File: config.mk
export PLATFORM = sky130hd
export DESIGN_NAME = perf_counter_bank
export DESIGN_NICKNAME = d
export VERILOG_FILES = /design/src/rtl/perf_pkg.sv /design/src/rtl/perf_counter_chan.sv /design/src/rtl/perf_counter_bank.sv
export SDC_FILE = /design/constraint.sdc
export NUM_CORES = 1
export LEC_CHECK = 0
export ABC_CLOCK_PERIOD_IN_PS = 12900
export CORE_MARGIN = 1.5
export CORE_UTILIZATION = 35
export DETAILED_ROUTE_END_ITERATION = 12
export HOLD_SLACK_MARGIN = 0.05
export PLACE_DENSITY = 0.57
export SETUP_SLACK_MARGIN = 0.1
export SLEW_MARGIN = 25
export SYNTH_ARGS = -nofsm -noshare
export SYNTH_HDL_FRONTEND = slang
export SYNTH_HIERARCHICAL = 1
export SYNTH_SLANG_ARGS = --single-unit
File: constraint.sdc
create_clock -name clk -period 12.9 [get_ports clk]
set_input_delay 2.58 -clock clk [delete_from_list [all_inputs] [get_ports clk]]
set_output_delay 2.58 -clock clk [all_outputs]
set_load 0.02 [all_outputs]
File: src/rtl/perf_pkg.sv
// ============================================================================
// Module      : perf_pkg
// Description : Shared types and constants for the performance-counter bank.
// Revision    : 1.0 - initial release
// ============================================================================
`default_nettype none

package perf_pkg;

    typedef enum logic [0:0] {
        RUN  = 1'b0,
        HALT = 1'b1
    } perf_state_t;

    localparam int CH_CYCLE  = 0;
    localparam int CH_BRANCH = 1;
    localparam int CH_JMP    = 2;

    localparam logic [31:0] DEF_CONT_CODE = 32'd34;

endpackage

`default_nettype wire

File: src/rtl/perf_counter_chan.sv
// ============================================================================
// Module      : perf_counter_chan
// Description : One counter channel with sticky overflow, wrap or saturate.
// Revision    : 1.0 - initial release
// ============================================================================
`default_nettype none

module perf_counter_chan #(
    parameter int CNT_W = 32,
    parameter int SAT   = 0
) (
    input  logic             clk,
    input  logic             clr,
    input  logic             inc,
    input  logic             clr_ch,
    output logic [CNT_W-1:0] count,
    output logic             ovf
);

    logic [CNT_W-1:0] r_count;
    logic             r_ovf;

    // A channel clear takes priority over an increment in the same cycle.
    always_ff @(posedge clk or posedge clr) begin
        if (clr) begin
            r_count <= '0;
            r_ovf   <= 1'b0;
        end else if (clr_ch) begin
            r_count <= '0;
            r_ovf   <= 1'b0;
        end else if (inc) begin
            if (&r_count) begin
                r_ovf <= 1'b1;
                if (SAT == 0) begin
                    r_count <= '0;
                end
            end else begin
                r_count <= r_count + 1'b1;
            end
        end
    end

    assign count = r_count;
    assign ovf   = r_ovf;

endmodule

`default_nettype wire

File: src/rtl/perf_counter_bank.sv
// ============================================================================
// Module      : perf_counter_bank
// Description : Cycle + event counter bank with syscall halt FSM, snapshot
//               shadows and a registered read port.
// Revision    : 1.0 - initial release
// ============================================================================
`default_nettype none

module perf_counter_bank
    import perf_pkg::*;
#(
    parameter int          N_EVT     = 2,
    parameter int          CNT_W     = 32,
    parameter int          SAT       = 0,
    parameter logic [31:0] CONT_CODE = DEF_CONT_CODE
) (
    input  logic                         clk,
    input  logic                         clr,
    input  logic [N_EVT-1:0]             events,
    input  logic                         syscall,
    input  logic [31:0]                  r1,
    input  logic                         resume,
    input  logic [N_EVT:0]               chan_clr,
    input  logic                         snap,
    input  logic [$clog2(N_EVT+1)-1:0]   rd_sel,
    input  logic                         rd_en,
    output logic [CNT_W-1:0]             rd_data,
    output logic                         rd_valid,
    output logic [N_EVT:0]               ovf,
    output logic                         running
);

    localparam int N_CH  = N_EVT + 1;
    localparam int SEL_W = $clog2(N_CH);

    perf_state_t                r_state;
    perf_state_t                w_state_next;
    logic                       w_halt_req;
    logic                       w_running;
    logic [N_CH-1:0]            w_inc;
    logic [N_CH-1:0]            w_ovf;
    logic [N_CH-1:0][CNT_W-1:0] w_count;
    logic [N_CH-1:0][CNT_W-1:0] r_shadow;
    logic [CNT_W-1:0]           w_rd_mux;
    logic [CNT_W-1:0]           r_rd_data;
    logic                       r_rd_valid;

    // The halting syscall cycle itself is already not counted.
    assign w_halt_req = syscall && (r1 != CONT_CODE);
    assign w_running  = (r_state == RUN) && !w_halt_req;

    always_ff @(posedge clk or posedge clr) begin
        if (clr) begin
            r_state <= RUN;
        end else begin
            r_state <= w_state_next;
        end
    end

    always_comb begin
        w_state_next = r_state;
        case (r_state)
            RUN:     if (w_halt_req) w_state_next = HALT;
            HALT:    if (resume)     w_state_next = RUN;
            default: w_state_next = RUN;
        endcase
    end

    assign w_inc = {events & {N_EVT{w_running}}, w_running};

    generate
        for (genvar c = 0; c < N_CH; c++) begin : g_chan
            perf_counter_chan #(
                .CNT_W (CNT_W),
                .SAT   (SAT)
            ) u_chan (
                .clk    (clk),
                .clr    (clr),
                .inc    (w_inc[c]),
                .clr_ch (chan_clr[c]),
                .count  (w_count[c]),
                .ovf    (w_ovf[c])
            );
        end
    endgenerate

    // Shadows capture the pre-update live values so all channels are coherent.
    always_ff @(posedge clk or posedge clr) begin
        if (clr) begin
            r_shadow <= '0;
        end else if (snap) begin
            r_shadow <= w_count;
        end
    end

    // Out-of-range selects fall through to zero.
    always_comb begin
        w_rd_mux = '0;
        for (int c = 0; c < N_CH; c++) begin
            if (rd_sel == SEL_W'(c)) begin
                w_rd_mux = r_shadow[c];
            end
        end
    end

    always_ff @(posedge clk or posedge clr) begin
        if (clr) begin
            r_rd_data  <= '0;
            r_rd_valid <= 1'b0;
        end else begin
            r_rd_valid <= rd_en;
            if (rd_en) begin
                r_rd_data <= w_rd_mux;
            end
        end
    end

    assign rd_data  = r_rd_data;
    assign rd_valid = r_rd_valid;
    assign ovf      = w_ovf;
    assign running  = w_running;

endmodule

`default_nettype wire
---- Word-level counts from Yosys, hierarchy flattened ----
Cells that the tools add are included.
storage, ports and cells
  logic and storage cells ................. 60
  bits of input ports ..................... 45
  output and inout bits ................... 37
  flip-flop bits (word level) ............. 229
cells by class
  bitwise operators ....................... 2
  equality and inequality tests ........... 3
  reduce and logical (&&, ||, !) cells .... 16
  $add $sub $neg .......................... 3
  muxes and demuxes ....................... 24
operator list
  kind                                                                       count
  32-bit 2-to-1 mux                                                          12
  32-bit by 1-bit adder with 32-bit output (second input constant)           3
  32-bit AND reduction                                                       3
  32-bit by 6-bit inequality test with 1-bit output (second input constant)  1
  2-bit nonzero test                                                         6
  1-bit 2-to-1 mux                                                           11
  2-bit AND reduction                                                        3
  2-bit bitwise AND                                                          1
  2-bit by 1-bit equality test with 1-bit output (second input constant)     1
  2-bit equality test (second input constant)                                1
  1-bit logical AND                                                          2
  2-bit zero test                                                            1
  1-bit one-hot mux with 2 select lines                                      1
  1-bit zero test                                                            1
  1-bit NOT                                                                  1

---- Longest topological paths before layout ----
Gate-level depths: netlist (run 1).
  depth in word-level cells ............... 7
  depth in mapped cells ................... 12
  mapped depth without buffers ............ 9

---- Modules after synthesis ----
Netlist (run 1), hierarchy kept.
modules (own cells, without submodules)
  module             area each (um^2)  instances  cells each  seq. area each (um^2)
  perf_counter_bank  5,645.4           1          433         3,253.1
  perf_counter_chan  1,826.8           3          181         825.8

---- Worst setup path after synthesis (run 1) ----
No wires, ideal clock.
  kind .................................... input-to-output
  start point ............................. in r1[4]
  end point ............................... out running
  slack ................................... 6.813 ns
  stages on the path ...................... 4
  arrival time ............................ 3.507 ns
  path buffers ............................ 0
  data required time ...................... 10.320 ns
  path through ............................ nor4b_1 > nand4_1 > o21ai_2 > nor2b_1
on the way
  word-level cells in the longest chain between the ends .. 4
RTL lines
  element                                            line                     source
  start, declared                                    perf_counter_bank.sv:21  input logic [31:0] r1,
  32-bit by 6-bit inequality test with 1-bit output  perf_counter_bank.sv:49  assign w_halt_req = syscall && (r1 != CONT_CODE);
  1-bit logical AND                                  perf_counter_bank.sv:49
  1-bit zero test                                    perf_counter_bank.sv:50  assign w_running = (r_state == RUN) && !w_halt_req;
  1-bit logical AND                                  perf_counter_bank.sv:50
  end, declared                                      perf_counter_bank.sv:30  output logic running
No other way between the ends.

---- Final worst setup path (run 1) ----
  start point ............................. in r1[16]
  end point ............................... out running
The elaborated chain is that of the path after synthesis.

==> run metrics, run 1 <==
FF-to-FF End g_chan[0].u_chan/count[17]; WL per Instance 16.97 um; Mapped Nets 1024; CP Launch Point r1[16]; pwr dens 123.0 nW/um^2; Worst-path clk slew 60 ps; Hold-fix buffers, CTS 0; EDFF count, synth 0; Post-DRT Antenna Nets 0; DR WL met2 11430 um; met1 wire length 12270 um; Final WS setup 5342 ps; Finished Cell Area 12940 um^2; clock skew 19.10 ps; DRT Pass-1 Iters 4; core area 31390 um^2; Worst path slowest cell clkdlybuf4s50_1; antenna diode count 0; Lkg Pwr 5.681 nW; aggregate routed wire length 24770 um; cells on worst reg2reg path 6; Global Route Usage Sum 15.60%; top sig layer met4; Async S/R FF share, synth 100.0%; max-slew headroom at the worst pin 31.77%; dpl hpwl 16680 um; largest net degree at the start of global routing 77; Met3 Wirelength 595 um; initial core utilization 35.44%; area of the die 32870 um^2; Main synth FF type dfrtp_1; Max Cap Viol 0; unrepaired setup endpoints after global routing no; Cells after Synth 976; Synth cell types 45; Critical Path End running; CTS tree done; die width 181.3 um; register area share after synthesis 51.51%; sw frac 22.80%; H-tree level count 1; Design Power 1.591 mW; worst slack, placed 5316 ps; total I/O pin count 82; I/O Buffers 81; min cycle time layout 7558 ps; peak supply drop 0.08801 mV; fmax 132.3 MHz; Yosys reg bits 229; clk sinks 229; Tcrit/Tclk final 58.59%; Largest stage delay, worst path 750 ps; CTS buffer count 26; required time of the critical path 10320 ps; Flop pwr share 46.1%; initial antenna violation count 0; detailed-route via count 7260; Worst Tran Pin Value 1021 ps; critical path peak fanout 10; final setup TNS 0 ps; Net Sw Power 0.3627 mW; reg-to-reg startpoint r_state; routability congestion estimate from global placement 0.7689; drt initial violations 380; critical path data arrival time 4980 ps; postcts setup bufs 0; mapped cell area 11130 um^2; Crit path top cell by count clkdlybuf4s50_1; clock latency at the later pin of the worst-skew pair 530 ps; Cell Area, Placed 12050 um^2; Internal Power 1.228 mW; crit path kind input port to output port; DR vias/cell 4.973; vias in the first global route 7368; # rows 65; Hold Crit Class flop to flop; Max Slew Vio Count 0; CP Cell Sequence clkdlybuf4s50_1 > nor4_2 > nand4_1 > o21ai_2 > nor2b_1 > clkdlybuf4s50_1; Post-Layout Cell Count 1460; final hold vios 0; first-pass GRT wire length 41260 um; Syn-to-layout area delta 16.32%; fraction of layout cells with a size suffix above 1 20.70%; Chip Height 181.3 um; Clock power frac 47.7%; Nets 1088; crit end category output port; PostCTS Resize Cnt 0; grt total ovfl 0; Setup crit start kind input port; root cell of the clock tree clkbuf_16; run status finished, final reports clean; clock buffer depth 3; Setup violations, final 0; flop2flop setup slack 10470 ps; combinational share of power 6.2%; Placed Cells 1414; average size of a mapped cell 11.40 um^2; Remaining DRCs 0; synth warn 6
==> area by class of cell <==
class | count | area, um^2
fillers | 2988 | 18450
flip-flops and latches | 229 | 5731
multi-input cells | 680 | 4895
repair buffers | 90 | 865.8
clock buffers | 38 | 785.8
well taps | 402 | 503.0
clock inverters | 8 | 107.6
inverters | 13 | 53.80
==> state kept, by name, summed over array words and instances (netlist names) <==
register	count
rd_data	32
r_shadow	96
g_chan.u_chan/count	96
rd_valid	1
g_chan.u_chan/ovf	3
r_state	1
==> cell families after synthesis <==
family                   share of synthesized area [%]
AND/OR/NAND/NOR                                  19.31
flip-flops                                       51.51
multiplexers                                     12.69
XOR/XNOR                                         6.849
AO/OA/AOI/OAI                                    4.813
buffers and inverters                            4.499
adder cells (fa/ha/maj)                         0.3374
==> metrics by stage <==
stage	util (%)	hold WS [ps]
after floorplan	-	479.0
after global placement	38.38	483.4
after detailed placement	38.38	488.7
after CTS	41.22	503.0
after global routing	41.22	514.9
final	41.22	500.0
==> Yosys cell counts (15+ instances only) <==
| master | number | area [um^2] |
|---|---|---|
| dfrtp_1 | 229 | 5731 |
| nor2_1 | 157 | 589.3 |
| mux2_2 | 96 | 1081 |
| a21oi_1 | 63 | 315.3 |
| xnor2_1 | 54 | 473.0 |
| nand2_1 | 45 | 168.9 |
| mux2i_1 | 33 | 330.3 |
| xor2_1 | 33 | 289.0 |
| buf_6 | 25 | 281.5 |
| nand3_1 | 24 | 120.1 |
| nand4_1 | 20 | 125.1 |
| nor4_1 | 17 | 106.4 |
| nor3_2 | 15 | 150.1 |
==> power groups by stage <==
stage               registers, mW  logic, mW  clock network (mW)
floorplan                   0.755     0.0554                   0
finish                      0.734     0.0990               0.758
detailed placement          0.747      0.102                   0
global route                0.735      0.109               0.805
CTS                         0.734      0.102               0.776
global placement            0.747      0.101                   0
==> worst max-delay path, delay by kind of cell <==
| kind | cells | cell delay [ps] |
|---|---|---|
| AOI/OAI and AO/OA | 1 | 210 |
| and+or+nand+nor | 3 | 1020 |
| buffers and inverters | 2 | 1160 |
==> worst min-delay path by stage <==
stage | startpoint | to | slack [ps] | cells past startpoint
2_1_floorplan | r_state | r_state | 480 | 1
3_3_place_gp | g_chan[2].u_chan/ovf | g_chan[2].u_chan/ovf | 480 | 2
3_5_place_dp | g_chan[2].u_chan/ovf | g_chan[2].u_chan/ovf | 490 | 2
4_1_cts | g_chan[2].u_chan/ovf | g_chan[2].u_chan/ovf | 500 | 2
5_1_grt | r_state | r_state | 510 | 1
6_report | g_chan[2].u_chan/ovf | g_chan[2].u_chan/ovf | 500 | 2
==> routing by layer <==
layer,up-vias,track usage [%]
li1,3507,-
met1,3634,22.38
met2,88,24.97
met3,31,2.016
met4,0,3.767
met5,-,0
==> placed cells by master, fill, tap and decap left out, drive strengths merged, types with 33 or more instances in the layout <==
cell type and n:
nand2 45, mux2 96, mux2i 33, nor2 169, clkbuf 38, dfrtp 229, clkdlybuf4s50 78, a21oi 73
xnor2 54, xor2 33
(Power assumes the default switching activity.)
==> run 2, diff against run 1 <==
ABC_CLOCK_PERIOD_IN_PS = 6750   (was 12900)
PLACE_DENSITY = 0.59   (was 0.57)
clock period = 6.75 ns   (was 12.9 ns; I/O delays follow)
==> run metrics, run 2 (synthesis gave the netlist of run 1 again) <==
Largest stage delay, worst path 740 ps (about the same); first-pass GRT wire length 40990 um (-0.64%); detailed-route via count 7264 (+0.055%); FF-to-FF End g_chan[0].u_chan/count[20]; cells on worst reg2reg path 7 (+1); root cell of the clock tree clkbuf_16; worst slack, placed 1622 ps (-3694 ps); CP Cell Sequence clkdlybuf4s50_1 > nor4_2 > nand4_1 > o21ai_2 > nor2b_1 > clkdlybuf4s50_1; min cycle time layout 5094 ps; fmax 196.3 MHz; Worst path slowest cell clkdlybuf4s50_1; post-layout util 41.35% (+0.12 points); total I/O pin count 82 (unchanged); Hold Startpoint g_chan[2].u_chan/ovf; grt total ovfl 0 (unchanged); Placed Cells 1413 (-0.071%); WHS Endpoint g_chan[2].u_chan/ovf; CP Launch Point r1[16]; CTS tree done; max-slew headroom at the worst pin 35.46% (+3.7 points); initial antenna violation count 0 (unchanged); WL per Instance 16.58 um (-2.3%); peak supply drop 0.1689 mV (+92%); Tcrit/Tclk final 75.47%; most frequent cells in the layout dfrtp_1 (229), nor2_1 (157), mux2_2 (96); vias in the first global route 7423 (+0.75%); postcts setup bufs 0 (unchanged); clock latency at the later pin of the worst-skew pair 530 ps (about the same); Post-DRT Antenna Nets 0 (unchanged); PostCTS Resize Cnt 0 (unchanged); core area 31390 um^2 (unchanged); Worst Tran Pin Value 966.0 ps (-55.22 ps); die width 181.3 um (unchanged); CTS buffer count 27 (+3.8%); Syn-to-layout area delta 16.67%; Worst-path clk slew 60 ps (about the same); antenna diode count 0 (unchanged); Hold-fix buffers, CTS 0 (unchanged); routability congestion estimate from global placement 0.7552 (-1.8%); crit path kind input port to output port; initial core utilization 35.44% (unchanged); clock skew 15.56 ps (-3.542 ps); unrepaired setup endpoints after global routing no; Chip Height 181.3 um (unchanged); final setup TNS 0 ps (unchanged); drt initial violations 437 (+15%); largest net degree at the start of global routing 80 (+3.9%); aggregate routed wire length 24260 um (-2.1%); Max Cap Viol 0 (unchanged); # rows 65 (unchanged); clk sinks 229 (unchanged); Final WS setup 1656 ps (-3686 ps); FILL cells 2992 (+0.13%); Crit path top cell by count clkdlybuf4s50_1; worst hold path stage count 2 (unchanged); Global Route Usage Sum 15.42% (-0.17 points); DRT Pass-1 Iters 4 (unchanged); required time of the critical path 5400 ps (-4920 ps); dpl hpwl 16560 um (-0.70%); flop2flop setup slack 4330 ps (-6140 ps); commonest non-fill, non-tap cell in the layout dfrtp_1; critical path peak fanout 10 (unchanged); final hold vios 0 (unchanged); Post-Layout Cell Count 1463 (+0.21%); Hold Crit Class flop to flop; Setup crit start kind input port; H-tree level count 1 (unchanged); Setup violations, final 0 (unchanged); clock buffer depth 3 (unchanged); crit end category output port; critical path data arrival time 3740 ps (-1240 ps); fraction of layout cells with a size suffix above 1 20.55% (-0.15 points); DR vias/cell 4.965 (-0.15%); Max Slew Vio Count 0 (unchanged); Lkg Pwr 5.703 nW (+0.39%); reg-to-reg startpoint r_state; area of the die 32870 um^2 (unchanged); run status finished, final reports clean; Nets 1088 (unchanged); pwr dens 239.7 nW/um^2 (+95%); I/O Buffers 81 (unchanged); Remaining DRCs 0 (unchanged)
==> run 2: cell count changes in the layout (fill, tap and decap cells not counted), sizes merged <==
cell,change
clkbuf,+3
bufinv,+2
buf,-1
clkinv,-1
clkinvlp,-1
inv,+1
==> run 2: cell type report <==
cell class,instances,area [um^2],area share [%]
multi-input cells,680,4895,37.71
clock inverters,9,148.9,1.147
flip-flops and latches,229,5731,44.15
repair buffers,89,860.8,6.632
clock buffers,41,788.3,6.073
inverters,13,53.80,0.4145
well taps,402,503.0,3.875
==> run 2: how the worst max path moves through the flow <==
stage          cells past startpoint     endpoint  slack (ps)
2_1_floorplan                      1  r_shadow[0]        1930
3_3_place_gp                       6      running        1680
3_5_place_dp                       6      running        1620
4_1_cts                            6      running        1610
5_1_grt                            6      running        1500
6_report                           6      running        1660
==> run 2: critical path, delay by kind of cell <==
family	cells	cell delay, ps
buffers and inverters	2	1150
and+or+nand+nor	3	1030
AOI/OAI and AO/OA	1	210
==> run 2: metrics by stage <==
stage                     hold slack (ps)  total power [mW]  cell area [um^2]
after floorplan                     479.0             1.549             11130
after global placement              483.3             1.619             12040
after detailed placement            488.1             1.621             12040
after CTS                           501.8             3.155             12980
after global routing                515.7             3.228             12980
final                               496.0             3.112             12980
==> run 2: power breakdown <==
group          switching [mW]  internal [mW]  total [mW]
sequential             0.0119           1.39        1.40
clock                   0.566          0.955        1.52
combinational           0.113         0.0757       0.188
total                   0.690           2.42        3.11
==> run 2: per-layer routing <==
metal	vias to the layer above	part of all wire, %	GRT usage [%]
li1	3506	-	-
met1	3621	49	22.28
met2	100	46	24.57
met3	37	2.4	1.774
met4	0	2.3	3.967
met5	-	0	0
==> run 3, diff against run 2 <==
ABC_CLOCK_PERIOD_IN_PS = 4700   (was 6750)
PLACE_DENSITY = 0.57   (was 0.59)
clock period = 4.7 ns   (was 6.75 ns; I/O delays follow)
==> run metrics, run 3 (synthesis gave the netlist of run 1 again) <==
critical path's top delay family buffers and inverters; Post-DRT Antenna Nets 0 (unchanged); critical path data arrival time 2980 ps (-760 ps); Post-Layout Cell Count 1462 (-0.068%); peak supply drop 0.2161 mV (+28%); Hold Crit Class flop to flop; Finished Cell Area 12930 um^2 (-0.39%); initial core utilization 35.44% (unchanged); vias in the first global route 7342 (-1.1%); Chip Height 181.3 um (unchanged); final hold vios 0 (unchanged); Setup crit start kind input port; detailed-route via count 7140 (-1.7%); drt initial violations 353 (-19%); aggregate routed wire length 24300 um (+0.19%); Worst Tran Pin Value 802.9 ps (-163.2 ps); final setup TNS 0 ps (unchanged); Crit path top cell by count clkdlybuf4s50_1; core area 31390 um^2 (unchanged); critical path depth in cells 7 (+1); min cycle time layout 3922 ps; # rows 65 (unchanged); CP Launch Point r1[16]; Largest stage delay, worst path 640 ps (-100 ps); PostCTS Resize Cnt 0 (unchanged); CTS tree done; crit path kind input port to output port; WL per Instance 16.62 um (+0.25%); required time of the critical path 3760 ps (-1640 ps); initial antenna violation count 0 (unchanged); critical path peak fanout 10 (unchanged); Max Cap Viol 0 (unchanged); Remaining DRCs 0 (unchanged); fraction of layout cells with a size suffix above 1 20.47% (-0.075 points); Tcrit/Tclk final 83.44%; reg-to-reg startpoint r_state; Buf/Inv on CP 3 (+1); FF-to-FF End g_chan[2].u_chan/count[17]; clock skew 16.22 ps (+0.6591 ps); flop2flop setup slack 2370 ps (-1960 ps); die width 181.3 um (unchanged); most frequent cells in the layout dfrtp_1 (229), nor2_1 (157), mux2_2 (96); CTS buffer count 25 (-7.4%); root cell of the clock tree clkbuf_16; Max Slew Vio Count 0 (unchanged); antenna diode count 0 (unchanged); max-slew headroom at the worst pin 46.36% (+11 points); largest net degree at the start of global routing 83 (+3.8%); run status finished, final reports clean; Worst path slowest cell clkdlybuf4s50_1; clk sinks 229 (unchanged); FILL cells 3023 (+1.0%); area of the die 32870 um^2 (unchanged); grt total ovfl 0 (unchanged); Cell Area, Placed 12110 um^2 (+0.56%); pwr dens 327.2 nW/um^2 (+36%); Nets 1092 (+0.37%); Syn-to-layout area delta 16.22%; fmax 255.0 MHz; commonest non-fill, non-tap cell in the layout dfrtp_1; first-pass GRT wire length 40830 um (-0.39%); dpl hpwl 16940 um (+2.3%); I/O Buffers 81 (unchanged); Critical Path End running; routability congestion estimate from global placement 0.7397 (-2.1%); cells on worst reg2reg path 6 (-1); Worst-path clk slew 60 ps (about the same); postcts setup bufs 0 (unchanged); DR vias/cell 4.884 (-1.6%); Hold-fix buffers, CTS 0 (unchanged); unrepaired setup endpoints after global routing no; CP Cell Sequence clkdlybuf4s50_1 > nor4_2 > nand4_1 > o21ai_2 > nor2b_1 > buf_4 > clkdlybuf4s50_1; Design Power 4.230 mW (+36%); H-tree level count 1 (unchanged); Placed Cells 1419 (+0.42%); crit end category output port; total I/O pin count 82 (unchanged); DRT Pass-1 Iters 4 (unchanged); clock latency at the later pin of the worst-skew pair 520 ps (about the same); clock buffer depth 3 (unchanged); Hold Slack 504.0 ps (+7.943 ps); Global Route Usage Sum 15.33% (-0.089 points); Setup violations, final 0 (unchanged); Lkg Pwr 5.674 nW (-0.50%)
[run 3: cell types whose count changed in the layout (fill, tap and decap cells not counted), moves of 2 or more]
| cell | change |
|---|---|
| or2_1 | +3 |
| clkbuf_16 | -2 |
| clkinv_2 | -3 |
| buf_4 | +3 |
| clkbuf_8 | +3 |
| bufinv_16 | -3 |
| clkbuf_1 | -3 |
| buf_12 | +2 |
| or2_2 | -3 |
[run 3: area by class of cell]
class	instances	area (um^2)	share of cell area (%)
multi-input combinational	680	4895	37.86
clock buffer	39	768.2	5.942
tap	402	503.0	3.890
inverter	13	53.80	0.4161
clock inverter	4	51.30	0.3967
sequential	229	5731	44.32
timing repair buffer	95	928.4	7.180
[run 3: stage by stage]
stage	worst slack [ps]	utilization [%]
5_1_grt	630.5	41.19
3_5_place_dp	762.2	38.58
6_report	778.3	41.19
3_3_place_gp	772.5	38.58
4_1_cts	751.4	41.19
2_1_floorplan	290.7	-
[run 3: metal layers]
metal  global-route usage [%]  part of all wire, %  vias up
met2                    24.89                   46       93
met3                    1.875                  2.6       32
li1                         -                    -     3522
met5                        0                    0        -
met1                    21.86                   49     3493
met4                    3.500                  1.7        0
[run 3: worst min-delay path by stage]
stage                            start           end  depth (start not counted)
after floorplan                r_state       r_state                          1
after global placement    r_shadow[17]  r_shadow[17]                          1
after detailed placement  r_shadow[30]  r_shadow[30]                          1
after CTS                 r_shadow[30]  r_shadow[30]                          1
after global routing       r_shadow[4]   r_shadow[4]                          1
final                     r_shadow[20]  r_shadow[20]                          1
[run 3: where the power goes]
| part | switching (mW) | internal, mW |
|---|---|---|
| clock | 0.771 | 1.17 |
| combinational | 0.163 | 0.114 |
| sequential | 0.0172 | 2.00 |
| total | 0.951 | 3.28 |
